<file path="src/rtl/pair_seq_pkg.sv">
// Shared definitions for the pair sequencer: default geometry, FSM state encoding
// and the WAIT down-counter load value.
package pair_seq_pkg;

  localparam int DEF_ADDR_W = 3;
  localparam int DEF_DATA_W = 8;
  localparam int DEF_LAT    = 2;

  typedef enum logic [2:0] {
    ST_IDLE,
    ST_ISSUE,
    ST_WAIT,
    ST_CAPTURE,
    ST_DONE
  } state_e;

  // WAIT counts down to zero, so it is loaded with one less than the latency.
  function automatic logic [2:0] wait_load(input int lat);
    return 3'(lat - 1);
  endfunction

endpackage

</file>
<file path="src/rtl/pair_sequencer_if.sv">
// Request/datapath/status bundle of the pair sequencer. The master side issues
// requests and returns datapath results; the slave side is the sequencer.
interface pair_sequencer_if
  import pair_seq_pkg::*;
#(
  parameter int ADDR_W = DEF_ADDR_W,
  parameter int DATA_W = DEF_DATA_W
);

  logic              start;
  logic [ADDR_W-1:0] first_adr;
  logic [ADDR_W:0]   count;
  logic [DATA_W-1:0] dp_out;
  logic [ADDR_W-1:0] adr1;
  logic [ADDR_W-1:0] adr2;
  logic              busy;
  logic [DATA_W-1:0] result;
  logic [DATA_W+1:0] acc;
  logic              done;

  modport master (
    output start, first_adr, count, dp_out,
    input  adr1, adr2, busy, result, acc, done
  );

  modport slave (
    input  start, first_adr, count, dp_out,
    output adr1, adr2, busy, result, acc, done
  );

endinterface

</file>
<file path="src/rtl/pair_seq_acc.sv">
// Running-sum accumulator for captured datapath results.
// Define PAIR_SEQ_SAT_EN to saturate at all-ones; otherwise the sum wraps.
module pair_seq_acc
  import pair_seq_pkg::*;
#(
  parameter int DATA_W = DEF_DATA_W
) (
  input  logic              clk,
  input  logic              rst,
  input  logic              clr,
  input  logic              add_en,
  input  logic [DATA_W-1:0] din,
  output logic [DATA_W+1:0] acc
);

  logic [DATA_W+1:0] acc_q;
  logic [DATA_W+1:0] acc_d;
  logic [DATA_W+1:0] add_val;

`ifdef PAIR_SEQ_SAT_EN
  // One extra carry bit tells us the sum left the representable range.
  logic [DATA_W+2:0] sum_val;
  assign sum_val = {1'b0, acc_q} + {3'b000, din};
  assign add_val = sum_val[DATA_W+2] ? '1 : sum_val[DATA_W+1:0];
`else
  assign add_val = acc_q + {2'b00, din};
`endif

  always_comb begin
    acc_d = acc_q;
    if (clr) begin
      acc_d = '0;
    end else if (add_en) begin
      acc_d = add_val;
    end
  end

  always_ff @(posedge clk) begin
    if (rst) begin
      acc_q <= '0;
    end else begin
      acc_q <= acc_d;
    end
  end

  assign acc = acc_q;

endmodule

</file>
<file path="src/rtl/pair_sequencer.sv">
// Walks count address pairs (first_adr+2k, first_adr+2k+1) through a fixed-latency
// datapath, capturing and summing results. Build option: PAIR_SEQ_SAT_EN (acc saturates).
module pair_sequencer
  import pair_seq_pkg::*;
#(
  parameter int ADDR_W = DEF_ADDR_W,
  parameter int DATA_W = DEF_DATA_W,
  parameter int LAT    = DEF_LAT
) (
  input logic             clk,
  input logic             rst,
  pair_sequencer_if.slave bus
);

  state_e            state_q, state_d;
  logic [ADDR_W-1:0] adr1_q, adr1_d;
  logic [ADDR_W-1:0] adr2_q, adr2_d;
  logic [ADDR_W:0]   count_q, count_d;
  logic [ADDR_W:0]   k_q, k_d;
  logic [2:0]        wait_q, wait_d;
  logic [DATA_W-1:0] result_q, result_d;
  logic              busy_q, busy_d;
  logic              done_q, done_d;
  logic              acc_clr;
  logic              acc_add;

  always_comb begin
    state_d  = state_q;
    adr1_d   = adr1_q;
    adr2_d   = adr2_q;
    count_d  = count_q;
    k_d      = k_q;
    wait_d   = wait_q;
    result_d = result_q;
    acc_clr  = 1'b0;
    acc_add  = 1'b0;

    case (state_q)
      ST_IDLE: begin
        if (bus.start) begin
          acc_clr = 1'b1;
          k_d     = '0;
          if (bus.count != '0) begin
            count_d = bus.count;
            adr1_d  = bus.first_adr;
            adr2_d  = ADDR_W'(bus.first_adr + 1'b1);
            state_d = ST_ISSUE;
          end else begin
            state_d = ST_DONE;
          end
        end
      end
      ST_ISSUE: begin
        wait_d  = wait_load(LAT);
        state_d = ST_WAIT;
      end
      ST_WAIT: begin
        if (wait_q == '0) begin
          state_d = ST_CAPTURE;
        end else begin
          wait_d = wait_q - 3'd1;
        end
      end
      ST_CAPTURE: begin
        result_d = bus.dp_out;
        acc_add  = 1'b1;
        k_d      = k_q + 1'b1;
        if (k_d == count_q) begin
          state_d = ST_DONE;
        end else begin
          // Next pair sits two addresses further on; ADDR_W-bit math gives the wrap.
          adr1_d  = adr1_q + ADDR_W'(2);
          adr2_d  = adr2_q + ADDR_W'(2);
          state_d = ST_ISSUE;
        end
      end
      ST_DONE: begin
        state_d = ST_IDLE;
      end
      default: begin
        state_d = ST_IDLE;
      end
    endcase

    busy_d = (state_d != ST_IDLE);
    done_d = (state_d == ST_DONE);
  end

  always_ff @(posedge clk) begin
    if (rst) begin
      state_q  <= ST_IDLE;
      adr1_q   <= '0;
      adr2_q   <= '0;
      count_q  <= '0;
      k_q      <= '0;
      wait_q   <= '0;
      result_q <= '0;
      busy_q   <= 1'b0;
      done_q   <= 1'b0;
    end else begin
      state_q  <= state_d;
      adr1_q   <= adr1_d;
      adr2_q   <= adr2_d;
      count_q  <= count_d;
      k_q      <= k_d;
      wait_q   <= wait_d;
      result_q <= result_d;
      busy_q   <= busy_d;
      done_q   <= done_d;
    end
  end

  pair_seq_acc #(
    .DATA_W (DATA_W)
  ) u_acc (
    .clk    (clk),
    .rst    (rst),
    .clr    (acc_clr),
    .add_en (acc_add),
    .din    (bus.dp_out),
    .acc    (bus.acc)
  );

  assign bus.adr1   = adr1_q;
  assign bus.adr2   = adr2_q;
  assign bus.busy   = busy_q;
  assign bus.done   = done_q;
  assign bus.result = result_q;

endmodule
</file>
<file path="src/flat_wrapper.sv">
// flat-port wrapper written by rule: the top's interface ports become plain ports
module pair_sequencer_flat import pair_seq_pkg::*;
#(
  parameter int ADDR_W = DEF_ADDR_W,
  parameter int DATA_W = DEF_DATA_W,
  parameter int LAT    = DEF_LAT
)
  (clk, rst, bus_start, bus_first_adr, bus_count, bus_dp_out, bus_adr1, bus_adr2, bus_busy, bus_result, bus_acc, bus_done);
  pair_sequencer_if #(.ADDR_W(ADDR_W), .DATA_W(DATA_W)) bus_i ();
  input logic clk;
  input logic rst;
  input wire logic [$bits(bus_i.start)-1:0] bus_start;
  input wire logic [$bits(bus_i.first_adr)-1:0] bus_first_adr;
  input wire logic [$bits(bus_i.count)-1:0] bus_count;
  input wire logic [$bits(bus_i.dp_out)-1:0] bus_dp_out;
  output wire logic [$bits(bus_i.adr1)-1:0] bus_adr1;
  output wire logic [$bits(bus_i.adr2)-1:0] bus_adr2;
  output wire logic [$bits(bus_i.busy)-1:0] bus_busy;
  output wire logic [$bits(bus_i.result)-1:0] bus_result;
  output wire logic [$bits(bus_i.acc)-1:0] bus_acc;
  output wire logic [$bits(bus_i.done)-1:0] bus_done;
  assign bus_i.start = bus_start;
  assign bus_i.first_adr = bus_first_adr;
  assign bus_i.count = bus_count;
  assign bus_i.dp_out = bus_dp_out;
  assign bus_adr1 = bus_i.adr1;
  assign bus_adr2 = bus_i.adr2;
  assign bus_busy = bus_i.busy;
  assign bus_result = bus_i.result;
  assign bus_acc = bus_i.acc;
  assign bus_done = bus_i.done;
  pair_sequencer #(.ADDR_W(ADDR_W), .DATA_W(DATA_W), .LAT(LAT)) u_core (.clk(clk), .rst(rst), .bus(bus_i));
endmodule
</file>
<file path="config.mk">
export PLATFORM = sky130hd
export DESIGN_NAME = pair_sequencer_flat
export DESIGN_NICKNAME = d
export VERILOG_FILES = /design/src/rtl/pair_seq_pkg.sv /design/src/rtl/pair_sequencer_if.sv /design/src/rtl/pair_seq_acc.sv /design/src/rtl/pair_sequencer.sv /design/src/flat_wrapper.sv
export SDC_FILE = /design/constraint.sdc
export NUM_CORES = 1
export LEC_CHECK = 0
export BUFFER_PORTS_ARGS = -buffer_cell sky130_fd_sc_hd__buf_2
export CORE_MARGIN = 4
export CORE_UTILIZATION = 58
export CTS_CLUSTER_SIZE = 16
export DETAILED_ROUTE_END_ITERATION = 6
export GPL_TIMING_DRIVEN = 0
export PLACE_DENSITY = 0.91
export SLEW_MARGIN = 40
export SYNTH_ARGS = -nofsm -noshare
export SYNTH_HDL_FRONTEND = slang
export SYNTH_SLANG_ARGS = --single-unit
export TNS_END_PERCENT = 5
</file>
<file path="constraint.sdc">
create_clock -name clk -period 3.3 [get_ports clk]
set_input_delay 0.165 -clock clk [delete_from_list [all_inputs] [get_ports clk]]
set_output_delay 0.165 -clock clk [all_outputs]
set_load 0.02 [all_outputs]
</file>
* Word-level counts from Yosys, hierarchy flattened
Index checks and enable logic that the tools add are counted.
** Cells by class
- Eq/ne operators :: 9
- Muxes and demuxes :: 20
- Reductions and logical operators :: 11
- Add/sub/neg operators :: 6
** Operators with widths (count)
- $mux 3 :: 11
- $pmux 3 s2 :: 3
- $pmux 3 s4 :: 1
- $add 10x8->10 :: 1
- $pmux 4 s2 :: 1
- $add 3x2->3 const B :: 2
- $eq 3x2->1 const B :: 2
- $logic_not 3->1 :: 2
- $ne 2x2->1 const B :: 3
- $add 4x1->4 const B :: 1
- $eq 4x4->1 :: 1
- $mux 4 :: 1
- $reduce_and 2->1 :: 2
- $reduce_and 4->1 :: 1
- $reduce_bool 2->1 :: 2
- $reduce_bool 4->1 :: 1
- $add 3x1->3 const B :: 1
- $eq 3x1->1 const B :: 1
- $eq 3x3->1 const B :: 1
- $mux 1 :: 3
- $reduce_and 3->1 :: 1
- $reduce_bool 3->1 :: 1
- $sub 3x1->3 const B :: 1
- $ne 2x1->1 const B :: 1
- $reduce_or 2->1 :: 1
** Storage, ports and cells
- Register bits :: 40
- Output and inout port bits :: 26
- Input bits :: 18
- Word-level logic and storage cells :: 56

* Logic depth before layout (Yosys ltp)
- Depth in word-level cells :: 5
- Mapped depth :: 7
- Mapped depth without buffers :: 7

* Cells and area by module
From an unflattened synthesis, not the netlist that was laid out.
** Second synthesis, totals
- Cell total of the unflattened synthesis :: 256
- Area, all modules :: 2195.9 um^2
** Modules (own cells, without submodules)
- pair_sequencer :: sequential area each 600.6 um^2, times used 1, area an instance 1452.6 um^2, cells each 170
- pair_seq_acc :: sequential area each 200.2 um^2, times used 1, area an instance 743.2 um^2, cells each 86

* Worst setup path after synthesis
OpenSTA, ideal clock, no wires.
- Path type :: reg2reg
- Start point :: register u_core.u_acc.acc_q[0] (netlist: u_core.u_acc.acc[0])
- End point :: register u_core.u_acc.acc_q[6] (netlist: u_core.u_acc.acc[6])
- Required time :: 3.185 ns
- Setup time :: 0.115 ns
- Arrival time :: 1.826 ns
- Path slack :: 1.359 ns
- Stages on the path, launching flop included :: 8
- Buffers on the path :: 0
- Period minus slack after synthesis :: 1.941 ns
- Path through :: dfxtp_1 -> ha_1 -> fa_1 -> a211oi_1 -> o21bai_1 -> a21oi_1 -> mux2i_1 -> nand2_1
** Between the ends
- Longest elaborated chain between the ends :: 1
** Ends and longest elaborated chain
- from (decl) :: RTL line pair_seq_acc.sv:16 : logic [DATA_W+1:0] acc_q;
- from (signal assigned) :: RTL line pair_seq_acc.sv:40 : acc_q <= '0;
- from (signal assigned) :: RTL line pair_seq_acc.sv:42 : acc_q <= acc_d;
- $add 10x8->10 :: RTL line pair_seq_acc.sv:26 : assign add_val = acc_q + {2'b00, din};
Every way passes these cells.
A chain may end at the register's enable or synchronous reset.

* Final worst setup path
- Start point :: register u_core.u_acc.acc_q[0] (netlist: u_core.u_acc.acc[0])
- End point :: register u_core.u_acc.acc_q[8] (netlist: u_core.u_acc.acc[8])
The elaborated chain is that of the path after synthesis.

==> metrics.txt <==
final WL=4.98 mm; die area=0.00470 mm^2; wire length of the first global-routing pass=7.92 mm; area grow syn2layout=16.2%; EDFF count, synth=0; # H-tree levels=2; measured slew at the worst slew-check pin=602 ps; CTS Root Cell=clkbuf_8; Die Y=68.6 um; final setup skew=8.84 ps; Tot GR Track Use=0.224; worst vdd ir=335 uV; RSZ-0062 raised after global routing=no; DRT iter0 DRCs=roughly 180; placed cell count=346; clk_lat worst skew=300 ps; # fillers=281; register area share after synthesis=0.376; cell row count=21; register area=801 um^2; Hold Slack=117 ps; clock transition at the registers of the reported paths=about 80 ps; DRT Pass-1 Iters=4; outcome=completed; buffer count from post-CTS setup fixing=0; vias in the first global route=1839; Avg Cell Area, Syn=8.24 um^2; most frequent cells in the layout=47 x buf_2, 40 x dfxtp_1, 37 x nand2_1, 30 x a21oi_1, 24 x nor2_1; TritonCTS Buffers=5; Reg-to-Reg Start=u_core.u_acc.acc[0]$_SDFFE_PP0N_; static leakage=between 0.001 and 0.0015 uW; period utilisation layout=0.645; drt drc=0; Mapped Area=0.00213 mm^2; Synthesized Nets=289; # IOs=44; ys flop type=dfxtp_1; antenna violations before repair=0; DR WL/cell=14.1 um; final hold vios=0; post-cts sizing count=0; number of max-cap violations=0; clk sinks=40; crit path launch=u_core.u_acc.acc[0]$_SDFFE_PP0N_; Slew Viols, Final=0; Synth Register Bits=40; vias per cell=about 5.7; layout cells sized above 1=0.215; post-route ant nets=0; hpwl dp=3.73 mm; relative slew slack=0.599; post-layout min period=around 2100 ps; total grt overflow=0; Critical Path RT=3480 ps; core area=0.00344 mm^2; # hold bufs at CTS=0; fmax=about 0.47 GHz; CP Max Fanout=3; Distinct cells, synth=44; die span in x=68.6 um; Hold Path Class=in2reg; Yosys Warn Count=0; startpoint types=flip-flop; Initial Utilization=0.618; IO Port Bufs=42; CTS Buffer Depth=2; PD cells=~470 mW/mm^2; largest net degree at the start of global routing=12; Placer Congestion=0.911; via count=2022; Ant. Diodes=0; post-synthesis async set-or-reset flop share=0; Worst Min Path Start=bus_dp_out[0]; Nets=338; Post-Layout Cell Count=roughly 350; WP data arrival=2310 ps; Setup TNS=0 ps; area of the multi-input gates=0.00124 mm^2; CTS tree=yes; post-synthesis cell count=258; reg2reg setup slack=about 1200 ps; kind of end point of the critical path=flip-flop; Setup Viol. Count Final=0; most common cell after layout, fill and taps aside=buf_2; Crit Path Class=reg2reg
cell usage after synthesis, drive strengths merged (2+ instances only):
library cell | n | area (um^2)
dfxtp | 40 | 801
nand2 | 39 | 151
a21oi | 30 | 150
nor2 | 24 | 90.1
ha | 12 | 150
nor3 | 12 | 60.1
o21ai | 11 | 58.8
buf | 8 | 55.1
a211oi | 7 | 52.6
clkbuf | 7 | 26.3
nand3 | 6 | 30.0
xnor2 | 6 | 52.6
a22oi | 5 | 37.5
and3 | 5 | 31.3
nand2b | 5 | 31.3
mux2i | 4 | 40.0
xor2 | 4 | 35.0
a211o | 3 | 26.3
a21o | 2 | 15.0
a311oi | 2 | 17.5
inv | 2 | 7.51
nand3b | 2 | 18.8
nor3b | 2 | 15.0
o211ai | 2 | 15.0
o21bai | 2 | 15.0
o32ai | 2 | 17.5
or3 | 2 | 12.5
critical path, cell delays in order (launching register included):
cell and delay, ps:
dfxtp_1 330, ha_1 250, fa_1 450, a211oi_1 320, o21bai_1 160, o21ai_0 280, xor2_1 180, nor2_1 50
state kept, by name, summed over array words and instances, names as in the netlist:
register,flops
u_core.bus.adr2,3
u_core.wait_q,3
u_core.count_q,4
u_core.state_q,3
u_core.u_acc.acc,10
u_core.bus.busy,1
u_core.k_q,4
u_core.bus.result,8
u_core.bus.done,1
u_core.bus.adr1,3
final cells by class:
type,count,area share
Clock inverter,1,0.00202
Sequential cell,40,0.324
Timing Repair Buffer,42,0.0850
Clock buffer,6,0.0294
Buffer,15,0.0329
Tap cell,46,0.0233
Multi-Input combinational cell,201,0.501
Inverter,2,0.00304
per-stage QoR:
stage               setup WS, ps  total power, uW   util  area, um^2
floorplan                   1360              783      -        2130
global route                1060             1230  0.718        2470
CTS                         1180             1170  0.718        2470
global placement            1310              858  0.696        2390
detailed placement          1230              868  0.696        2390
finish                      1170             1170  0.718        2470
where the power goes:
| part | switching [uW] | internal (uW) |
|---|---|---|
| Clock | 166 | 144 |
| Combinational | 193 | 122 |
| Sequential | 25.7 | 519 |
layer usage:
metal,global-route usage,up-vias,share of wire
li1,-,1017,-
met1,0.285,948,0.45
met2,0.360,47,0.49
met3,0.0389,10,0.050
met4,0.122,0,0.017
met5,0,-,0
final timing paths:
| path | end | cells past startpoint |
|---|---|---|
| worst max-delay path | u_core.u_acc.acc[8]$_SDFFE_PP0N_ | 7 |
| worst min-delay path | u_core.bus.result[0]$_SDFFE_PP0N_ | 3 |
| worst max register to register | u_core.u_acc.acc[8]$_SDFFE_PP0N_ | 7 |
| worst min register to register | u_core.bus.adr1[0]$_SDFFE_PP0P_ | 2 |
logic make-up after synthesis:
group	count (synthesis)	synth area share
adder cells (fa/ha/maj)	13	0.0800
AO/OA/AOI/OAI	70	0.207
XOR/XNOR	10	0.0412
buffers and inverters	17	0.0418
AND/OR/NAND/NOR	104	0.235
multiplexers	4	0.0188
flip-flops	40	0.376
(Power assumes the default switching activity.)
